==> src/rtl/seq_restoring_divider.sv <==
// Multi-cycle unsigned restoring divider: one trial subtraction per clock, WIDTH iterations.
// Valid/ready request and result ports; a zero divisor short-circuits straight to DONE.
module seq_restoring_divider #(
    parameter int unsigned WIDTH = 5
) (
    input  logic             clk,
    input  logic             rst,
    input  logic             in_valid,
    output logic             in_ready,
    input  logic [WIDTH-1:0] dividend,
    input  logic [WIDTH-1:0] divisor,
    output logic             out_valid,
    input  logic             out_ready,
    output logic [WIDTH-1:0] quotient,
    output logic [WIDTH-1:0] remainder,
    output logic             div_by_zero
);

    localparam int unsigned CntW = $clog2(WIDTH);

    typedef enum logic [1:0] {
        StIdle,
        StCalc,
        StDone
    } state_e;

    state_e            state_q, state_d;
    logic [CntW-1:0]   cnt_q, cnt_d;
    logic [WIDTH-1:0]  q_q, q_d;
    logic [WIDTH-1:0]  r_q, r_d;
    logic [WIDTH-1:0]  d_q, d_d;
    logic [WIDTH-1:0]  quot_q, quot_d;
    logic [WIDTH-1:0]  rem_q, rem_d;
    logic              dbz_q, dbz_d;
    logic [WIDTH:0]    sub_s;
    logic [WIDTH:0]    sub_t;

    always_comb begin
        state_d = state_q;
        cnt_d   = cnt_q;
        q_d     = q_q;
        r_d     = r_q;
        d_d     = d_q;
        quot_d  = quot_q;
        rem_d   = rem_q;
        dbz_d   = dbz_q;
        sub_s   = {r_q, q_q[WIDTH-1]};
        // MSB of the WIDTH+1-bit difference is the borrow.
        sub_t   = sub_s - {1'b0, d_q};

        unique case (state_q)
            StIdle: begin
                if (in_valid) begin
                    q_d   = dividend;
                    d_d   = divisor;
                    r_d   = '0;
                    cnt_d = '0;
                    if (divisor == '0) begin
                        quot_d  = '1;
                        rem_d   = dividend;
                        dbz_d   = 1'b1;
                        state_d = StDone;
                    end else begin
                        dbz_d   = 1'b0;
                        state_d = StCalc;
                    end
                end
            end
            StCalc: begin
                if (!sub_t[WIDTH]) begin
                    r_d = sub_t[WIDTH-1:0];
                    q_d = {q_q[WIDTH-2:0], 1'b1};
                end else begin
                    r_d = sub_s[WIDTH-1:0];
                    q_d = {q_q[WIDTH-2:0], 1'b0};
                end
                cnt_d = cnt_q + 1'b1;
                if (cnt_q == CntW'(WIDTH - 1)) begin
                    quot_d  = q_d;
                    rem_d   = r_d;
                    state_d = StDone;
                end
            end
            StDone: begin
                if (out_ready) begin
                    state_d = StIdle;
                end
            end
            default: state_d = StIdle;
        endcase
    end

    always_ff @(posedge clk) begin
        if (rst) begin
            state_q <= StIdle;
            cnt_q   <= '0;
            q_q     <= '0;
            r_q     <= '0;
            d_q     <= '0;
            quot_q  <= '0;
            rem_q   <= '0;
            dbz_q   <= 1'b0;
        end else begin
            state_q <= state_d;
            cnt_q   <= cnt_d;
            q_q     <= q_d;
            r_q     <= r_d;
            d_q     <= d_d;
            quot_q  <= quot_d;
            rem_q   <= rem_d;
            dbz_q   <= dbz_d;
        end
    end

    assign in_ready    = (state_q == StIdle);
    assign out_valid   = (state_q == StDone);
    assign quotient    = quot_q;
    assign remainder   = rem_q;
    assign div_by_zero = dbz_q;

endmodule

==> config.mk <==
export PLATFORM = sky130hd
export DESIGN_NAME = seq_restoring_divider
export DESIGN_NICKNAME = d
export VERILOG_FILES = /design/src/rtl/seq_restoring_divider.sv
export SDC_FILE = /design/constraint.sdc
export NUM_CORES = 1
export LEC_CHECK = 0
export CAP_MARGIN = 10
export CORE_UTILIZATION = 44
export CTS_CLUSTER_DIAMETER = 50
export CTS_CLUSTER_SIZE = 10
export DETAILED_ROUTE_END_ITERATION = 8
export GPL_TIMING_DRIVEN = 0
export PLACE_DENSITY_LB_ADDON = 0.12
export SYNTH_ARGS = -nofsm -noshare
export SYNTH_HDL_FRONTEND = slang
export SYNTH_SLANG_ARGS = --single-unit
==> constraint.sdc <==
create_clock -name clk -period 2.5 [get_ports clk]
set_input_delay 0.25 -clock clk [delete_from_list [all_inputs] [get_ports clk]]
set_output_delay 0.25 -clock clk [all_outputs]
set_load 0.02 [all_outputs]
* After elaboration in Yosys (flattened, before gate mapping) *
Cells that the tools add are included.

storage, ports and cells
  output and inout port bits = 13
  register bits = 31
  bits in read-only memories = 0
  memories = 0
  word-level logic and storage cells = 46
  RAM bits = 0
  bits in latches = 0
  input bits = 14

operators by class
  bitwise gates (word level) = 0
  $add $sub $neg = 2
  reduce and logical (&&, ||, !) cells = 7
  shift operators = 0
  magnitude comparators = 0
  equality and inequality tests = 7
  multipliers = 0
  multiplexer cells = 22
  div/mod/pow operators = 0

operators by type and width
  kind                   count
  $mux W5                9
  $pmux W5 S2            4
  $mux W2                4
  $pmux W2 S3            1
  $pmux W3 S2            1
  $sub A6 B5 Y6          1
  $logic_not A5 Y1       1
  $ne A2 B1 Y1 const B   2
  $ne A2 B2 Y1 const B   2
  $reduce_and A2 Y1      2
  $reduce_and A4 Y1      1
  $add A3 B1 Y3 const B  1
  $eq A3 B3 Y1 const B   1
  $mux W3                1
  $reduce_and A3 Y1      1
  $eq A2 B1 Y1 const B   1
  $eq A2 B2 Y1 const B   1
  $logic_not A2 Y1       1
  $mux W1                2
  $reduce_bool A2 Y1     1

* Depth between registers and ports, before layout *
Gate-level depths: netlist of the first run.

  depth in word-level cells = 4
  gate-level depth with buffers = 10
  mapped depth without buffers = 10

* Least setup slack after synthesis of the first run *
OpenSTA, ideal clock, no wires.

  kind = register -> register
  start point = register d_q[4]
  end point = register rem_q[2] (netlist: remainder[2])
  arrival = 1992 ps
  clock period less this slack = 2083 ps
  buffers on the path = 0
  path slack = 417 ps
  required time = 2409 ps
  cell stages (with the launch flop) = 9
  library setup time = 91 ps
  path through = dfxtp_1 -> inv_1 -> ha_1 -> a21o_1 -> a31oi_1 -> nand2_1 -> xnor2_1 -> mux2_2 -> a311oi_1

between the ends
  longest elaborated chain between the ends = 4

RTL lines
  element                 RTL line  text
  from (decl)             31        logic [WIDTH-1:0] d_q, d_d;
  from (signal assigned)  99        d_q <= '0;
  from (signal assigned)  108       d_q <= d_d;
  $sub A6 B5 Y6           49        sub_t = sub_s - {1'b0, d_q};
  $mux W5                 70        if (!sub_t[WIDTH]) begin
  $mux W5                 78        if (cnt_q == CntW'(WIDTH - 1)) begin
  $pmux W5 S2             51        unique case (state_q)
  to (signal assigned)    110       rem_q <= rem_d;
  to (decl)               33        logic [WIDTH-1:0] rem_q, rem_d;

Every way passes these cells. The select of a mux whose other input is x is not followed.
A chain may end at the register's enable or synchronous reset.

* Worst setup path after layout of the first run *
  start point = register r_q[0]
  end point = register rem_q[4] (netlist: remainder[4])

between the ends
  longest elaborated chain between the ends = 4

RTL lines
  element                 RTL line  text
  from (decl)             30        logic [WIDTH-1:0] r_q, r_d;
  from (signal assigned)  107       r_q <= r_d;
  $sub A6 B5 Y6           49
  $mux W5                 70
  $mux W5                 78
  $pmux W5 S2             51

Every way passes these cells. The select of a mux whose other input is x is not followed.

==> results.md, run 1 <==
- Max-Cap Viols: 0
- Vias/cell: 5.30
- Final Skew: 6.32 ps
- Fmax achieved: 435 MHz
- 1st-iter DRT viols: 56
- RSZ-0062 raised after global routing: no
- Final hold violations: 0
- Number of global-route vias before repair: 1311
- Type of origin of the critical path: flip-flop
- Via count: 1395
- Die width: 62.8 um
- Register area share after synthesis: 38.2%
- Total Routing Usage GR: 20.3%
- Pwr per Cell Area: 584 nW/um^2
- Pre-CTS setup slack: 206 ps
- Post-Route WL: 3.59 mm
- Setup TNS: 0 ps
- DRT Pass-1 Iters: 4
- Hold/Removal Path Class: reg2reg
- WP data arrival: 2490 ps
- Asr flop ratio synth: 0%
- CTS Hold Buffers Added: 0
- Max FO, Critical Path: 4
- Initial antenna violation count: 0
- Netlist Area Pre-Place: 1620 sq um
- Antenna diode count: 0
- Worst EP required: 2690 ps
- Setup crit end kind: flip-flop
- Global-route wire length before repair: 6.16 mm
- Cell variety after synth: 45
- Synth Warn #: 0
- Measured slew at the worst slew-check pin: 654 ps
- PnR worst setup slack: 202 ps
- CTS root buf: clkbuf_8
- TritonCTS Buffers: 5
- Final nets: 239
- Max Buffers Root-to-Sink: 2
- Largest net degree at the start of global routing: 11
- Synthesized area per cell: 8.83 sq um
- WL per Instance: 13.6 um
- Antenna Nets Post-Route: 0
- DRC Markers: 0
- Area grow syn2layout: 25.0%
- Fin. max-slew vios: 0
- LEAKAGE: 0.000772 uW
- DIE HEIGHT: 62.8 um
- Starting Density: 47.2%
- Final setup vio count: 0
- Synth Register Bits: 31
- Status: completed
- Dpl hpwl: 2.78 mm
- Layout cells sized above 1: 11.1%
- Skew-Pair Late Insertion Delay: 280 ps
- Power after layout: 1190 uW
- PostCTS Resize Cnt: 0
- Mapped Nets: 206
- Buffers on Ports: 26
- Cells after Synth: 184
- GPL Wtd Cong: 0.881
- Relative slew slack: 56.3%
- Clock Sink Count: 31
- Overflow after GRT: 0
- Die ar.: 3940 sq um
- Tcrit/Tclk final: 91.9%
- Core Area: 3440 sq um
- Ys flop type: dfxtp_1
- FP Rows: 21
- H-tree Lvls: 2
- CTS tree: done
- EDFF count, synth: 0
- Number of setup buffers added after CTS: 0
- Util after Layout: 59.0%
- Final worst path period need: 2300 ps
- Io pins: 27
- CP Class: reg2reg
- Max IR drop VDD: 0.000393 V
- Clk slew on worst S/H paths: 60 ps
==> cells by family after synthesis <==
group,share of synthesized area (%)
AO/OA/AOI/OAI,18.0
flip-flops,38.2
buffers and inverters,5.24
XOR/XNOR,2.70
adder cells (fa/ha/maj),6.63
multiplexers,8.47
AND/OR/NAND/NOR,20.8
==> worst paths after layout <==
kind                start           end  slack, ps  cells past startpoint
min          remainder[2]  remainder[2]        490                      2
max                r_q[0]  remainder[4]        200                      7
min reg2reg  remainder[2]  remainder[2]        490                      2
max reg2reg        r_q[0]  remainder[4]        200                      7
==> Yosys cell counts, types with 2 or more instances <==
master     n  share of area (%)
a211oi_1   7                3.2
a21o_1     2               0.92
a21oi_1    7                2.2
a311oi_1   2                1.1
a31oi_1    4                1.5
buf_2      2               0.62
clkbuf_1   5                1.2
dfxtp_1   31                 38
ha_1       7                5.4
inv_1     10                2.3
mux2_2     2                1.4
mux2i_1   10                6.2
nand2_1   17                3.9
nand2b_1   2               0.77
nand3_1    4                1.2
nand3b_1   2               0.92
nor2_1    29                6.7
nor2b_1    3                1.2
nor3_1     2               0.62
nor3_2     4                2.5
o21a_1     2               0.92
o21ai_0    2               0.62
o21bai_1   2               0.92
or3_1      2               0.77
xnor2_1    2                1.1
xor2_1     3                1.6
==> per-stage QoR <==
step / cell area [sq um] / hold slack (ps) / std cells
2_1_floorplan: 1620 / 397 / 184
3_3_place_gp: 1940 / 480 / 256
3_5_place_dp: 1940 / 485 / 256
4_1_cts: 2030 / 503 / 263
5_1_grt: 2030 / 513 / 263
6_report: 2030 / 494 / 263
==> state kept, by name (all words and copies together) (netlist names) <==
register,cells
div_by_zero,1
remainder,5
state_q,2
q_q,5
quotient,5
cnt_q,3
r_q,5
d_q,5
==> cells in the final DEF, fill, tap and decap left out, types with 6 or more instances in the layout <==
master           netlist  final
dfxtp_1               31     31
a21oi_1                7      7
inv_1                 10     10
nor2_1                29     29
mux2i_1               10     10
nand2_1               17     17
a211oi_1               7      7
clkdlybuf4s50_1        0     26
clkbuf_8               0      6
ha_1                   7      7
==> metal layers <==
metal,part of all wire [%],up-vias,global-route usage (%)
met5,0,-,0
met4,1.9,0,8.72
met3,4.5,5,4.56
met2,47,30,31.8
met1,47,654,26.8
li1,-,706,-
==> critical path, cell delays in order (launching register included) <==
cell and delay (ps):
dfxtp_1 420, ha_1 260, nor2b_1 140, o2111ai_1 250, nand2_1 160, xnor2_1 340
mux2_2 390, a311oi_1 240
==> power by group <==
group	total, uW	internal, uW	leakage [uW]	switching (uW)
Clock	394	215	0.0000470	179
Sequential	539	519	0.000252	19.6
Combinational	252	114	0.000473	138
==> cell type report <==
type / count / area, sq um
Multi-Input combinational cell: 134 / 918
Fill cell: 333 / 1410
Clock buffer: 6 / 82.6
Buffer: 9 / 47.5
Sequential cell: 31 / 621
Clock inverter: 1 / 5.00
Timing Repair Buffer: 26 / 260
Tap cell: 46 / 57.6
Inverter: 10 / 37.5
Power figures use the tool's default switching activity.
==> run 2, diff against run 1 <==
Settings changed: SLEW_MARGIN from default to 20.
==> results of run 2 <==
No change in the layout: final DEF, timing and power equal those of run 1.
==> run 3, diff against run 2 <==
Settings changed: ABC_AREA from default to 1, CORE_UTILIZATION 44 to 40.
==> results.md, run 3 <==
- Status: completed
- Worst r2r dst: remainder[0]
- Clock Sink Count: 31 (unchanged)
- Register share of total power: 38.1% (-7.4 points)
- Post-synth top area share: 37.8% (-0.41 points)
- Pwr per Cell Area: 731 nW/um^2 (+25%)
- Io pins: 27 (unchanged)
- Type of origin of the critical path: flip-flop
- Max IR drop VDD: 0.000353 V (-10%)
- PnR worst setup slack: 653 ps (+450 ps)
- Number of setup buffers added after CTS: 0 (unchanged)
- Setup TNS: 0 ps (unchanged)
- Layout cells sized above 1: 10.9% (-0.20 points)
- Fmax achieved: 541 MHz (+24%)
- Pre-CTS setup slack: 709 ps (+503 ps)
- CTS Hold Buffers Added: 0 (unchanged)
- Worst-path cell chain: inv_1 -> nor2_1 -> clkdlybuf4s50_1
- Hold/Removal Path Class: reg2reg
- Dpl hpwl: 2.73 mm (-1.8%)
- Largest net degree at the start of global routing: 11 (unchanged)
- Antenna diode count: 0 (unchanged)
- Overflow after GRT: 0 (unchanged)
- Clock network fraction of total power: 33.9% (+0.7 points)
- Post-Route WL: 3.62 mm (+0.75%)
- Relative slew slack: 59.7% (+3.4 points)
- CP Class: reg2out
- Synthesized area per cell: 7.05 sq um (-20%)
- Asr flop ratio synth: 0% (unchanged)
- Final hold slack: 449 ps (-45.2 ps)
- Switching share of power: 31.7% (+3.4 points)
- Combinational group share of total power: 27.9% (+6.6 points)
- WL per Instance: 11.5 um (-16%)
- H-tree Lvls: 2 (unchanged)
- Final Skew: 7.91 ps (+1.59 ps)
- Max-Cap Viols: 0 (unchanged)
- Net Sw Power: 483 uW (+44%)
- Netlist Area Pre-Place: 1640 sq um (+1.1%)
- Mapped Nets: 255 (+24%)
- Post-Layout Cell Count: 315 (+20%)
- Most frequent cells in the layout: 48 x nand2_1, 42 x inv_1, 31 x dfxtp_1
- Starting Density: 43.2% (-4.0 points)
- Critical Path Slowest Stage Cell: clkdlybuf4s50_1
- Slowest stage delay, CP: 630 ps (+210 ps)
- Max FO, Critical Path: 4 (unchanged)
- Skew-Pair Late Insertion Delay: 280 ps (about the same)
- GPL Wtd Cong: 0.774 (-12%)
- Internal power: 1040 uW (+22%)
- Most common cell in the synthesized netlist: nand2_1
- Commonest non-fill, non-tap cell in the layout: nand2_1
- Reg-to-Reg Start: r_q[1]
- Worst Hold Endpoint: quotient[3]
- Cell taking the most area after synthesis: dfxtp_1
- Final hold violations: 0 (unchanged)
- WP data arrival: 1600 ps (-890 ps)
- Met3 usage: 4.14% (-0.42 points)
- Number of global-route vias before repair: 1407 (+7.3%)
- Worst Setup SP: state_q[1]
- Worst R2R Setup Slack: 710 ps (+510 ps)
- Setup crit end kind: primary output
- Core Area: 3800 sq um (+10%)
- Cell variety after synth: 24 (-47%)
- Register area share after synthesis: 37.8% (-0.41 points)
- R2R depth: 11 (+4)
- DIE HEIGHT: 66.1 um (+5.3%)
- RSZ-0062 raised after global routing: no
- EDFF count, synth: 0 (unchanged)
- Global-route wire length before repair: 6.22 mm (+1.0%)
- 1st-iter DRT viols: 83 (+48%)
- Initial antenna violation count: 0 (unchanged)
- Busiest grt layer: met2
- Final setup vio count: 0 (unchanged)
- Total Routing Usage GR: 19.0% (-1.3 points)
- FP Rows: 22 (+4.8%)
- GR Util met1: 25.5% (-1.3 points)
- Via count: 1549 (+11%)
- PostCTS Resize Cnt: 0 (unchanged)
- Buffers on Ports: 26 (unchanged)
- CTS tree: done
- Worst Hold Launch: quotient[3]
- Buf/Inv on CP: 2 (+2)
- CTS root buf: clkbuf_8
- Placed Cells: 307 (+20%)
- Final worst path period need: 1850 ps (-450 ps)
- Vias/cell: 4.92 (-7.3%)
- Die width: 66.1 um (+5.3%)
- Max Buffers Root-to-Sink: 2 (unchanged)
- Crit-path leading delay family: buffers and inverters
- Area grow syn2layout: 26.7%
- GR Util met2: 29.8% (-1.9 points)
- DRT Pass-1 Iters: 4 (unchanged)
- DRC Markers: 0 (unchanged)
- Hold Crit Depth: 2 (unchanged)
- TritonCTS Buffers: 5 (unchanged)
- Fin. max-slew vios: 0 (unchanged)
- Tcrit/Tclk final: 73.9% (-18 points)
- Synth Warn #: 0 (unchanged)
- Antenna Nets Post-Route: 0 (unchanged)
- Post-synth top cells: 48 x nand2_1, 42 x inv_1, 31 x dfxtp_1
- Cells after Synth: 233 (+27%)
- Final nets: 288 (+21%)
- Die ar.: 4360 sq um (+11%)
- Synth Register Bits: 31 (unchanged)
- Measured slew at the worst slew-check pin: 604 ps (-49.6 ps)
- LEAKAGE: 0.000963 uW (+25%)
- Worst EP required: 2250 ps (-440 ps)
- Ys flop type: dfxtp_1
- Synth area leaders: dfxtp_1 38%, nand2_1 11%, inv_1 9.6%
- Clk slew on worst S/H paths: 70 ps (about the same)
run 3: worst reg2reg max path: stages (launching register included):
cell and delay [ps]:
dfxtp_1 340, ha_1 360, nand2_1 100, nand2_1 70
nand2_1 110, nand3_1 100, nand2_1 70, nand2_1 160
nand3_1 140, nand3_1 120, nand2_1 80, inv_1 40
run 3: final cells by class:
| class | count | area, sq um |
|---|---|---|
| plain buffers | 7 | 38.8 |
| inverters | 45 | 169 |
| multi-input cells | 150 | 813 |
| well taps | 48 | 60.1 |
| clock buffers | 6 | 82.6 |
| clock inverters | 2 | 35.0 |
| flip-flops and latches | 31 | 621 |
| fillers | 390 | 1720 |
| repair buffers | 26 | 260 |
run 3: through the flow:
stage	utilization, %	power, uW	instance area, sq um
floorplan	-	880	1640
global placement	51.6	1010	1960
detailed placement	51.6	1020	1960
CTS	54.7	1530	2080
global route	54.7	1620	2080
finish	54.7	1520	2080
run 3: logic make-up after synthesis:
group | count (synthesis) | share of synthesized area (%)
AND/OR/NAND/NOR | 94 | 25.8
buffers and inverters | 52 | 12.7
AO/OA/AOI/OAI | 45 | 15.6
flip-flops | 31 | 37.8
adder cells (fa/ha/maj) | 8 | 6.55
XOR/XNOR | 3 | 1.60
run 3: worst max path at each step:
stage,endpoint,slack (ps),depth (start not counted)
after floorplan,r_q[4],970,11
after global placement,remainder[0],730,9
after detailed placement,remainder[0],710,9
after CTS,out_valid,650,3
after global routing,remainder[0],440,12
final,out_valid,650,3
run 3: layer usage:
layer / vias to the layer above / part of all wire, %
met5: - / 0
met4: 0 / 1.5
met3: 4 / 4.2
met2: 36 / 43
met1: 700 / 51
li1: 809 / -
run 3: power by group through the flow:
stage	combinational [uW]	clock, uW	sequential, uW
3_5_place_dp	426	0	591
3_3_place_gp	420	0	590
5_1_grt	485	546	586
6_report	425	516	580
4_1_cts	428	522	580
2_1_floorplan	272	0	608
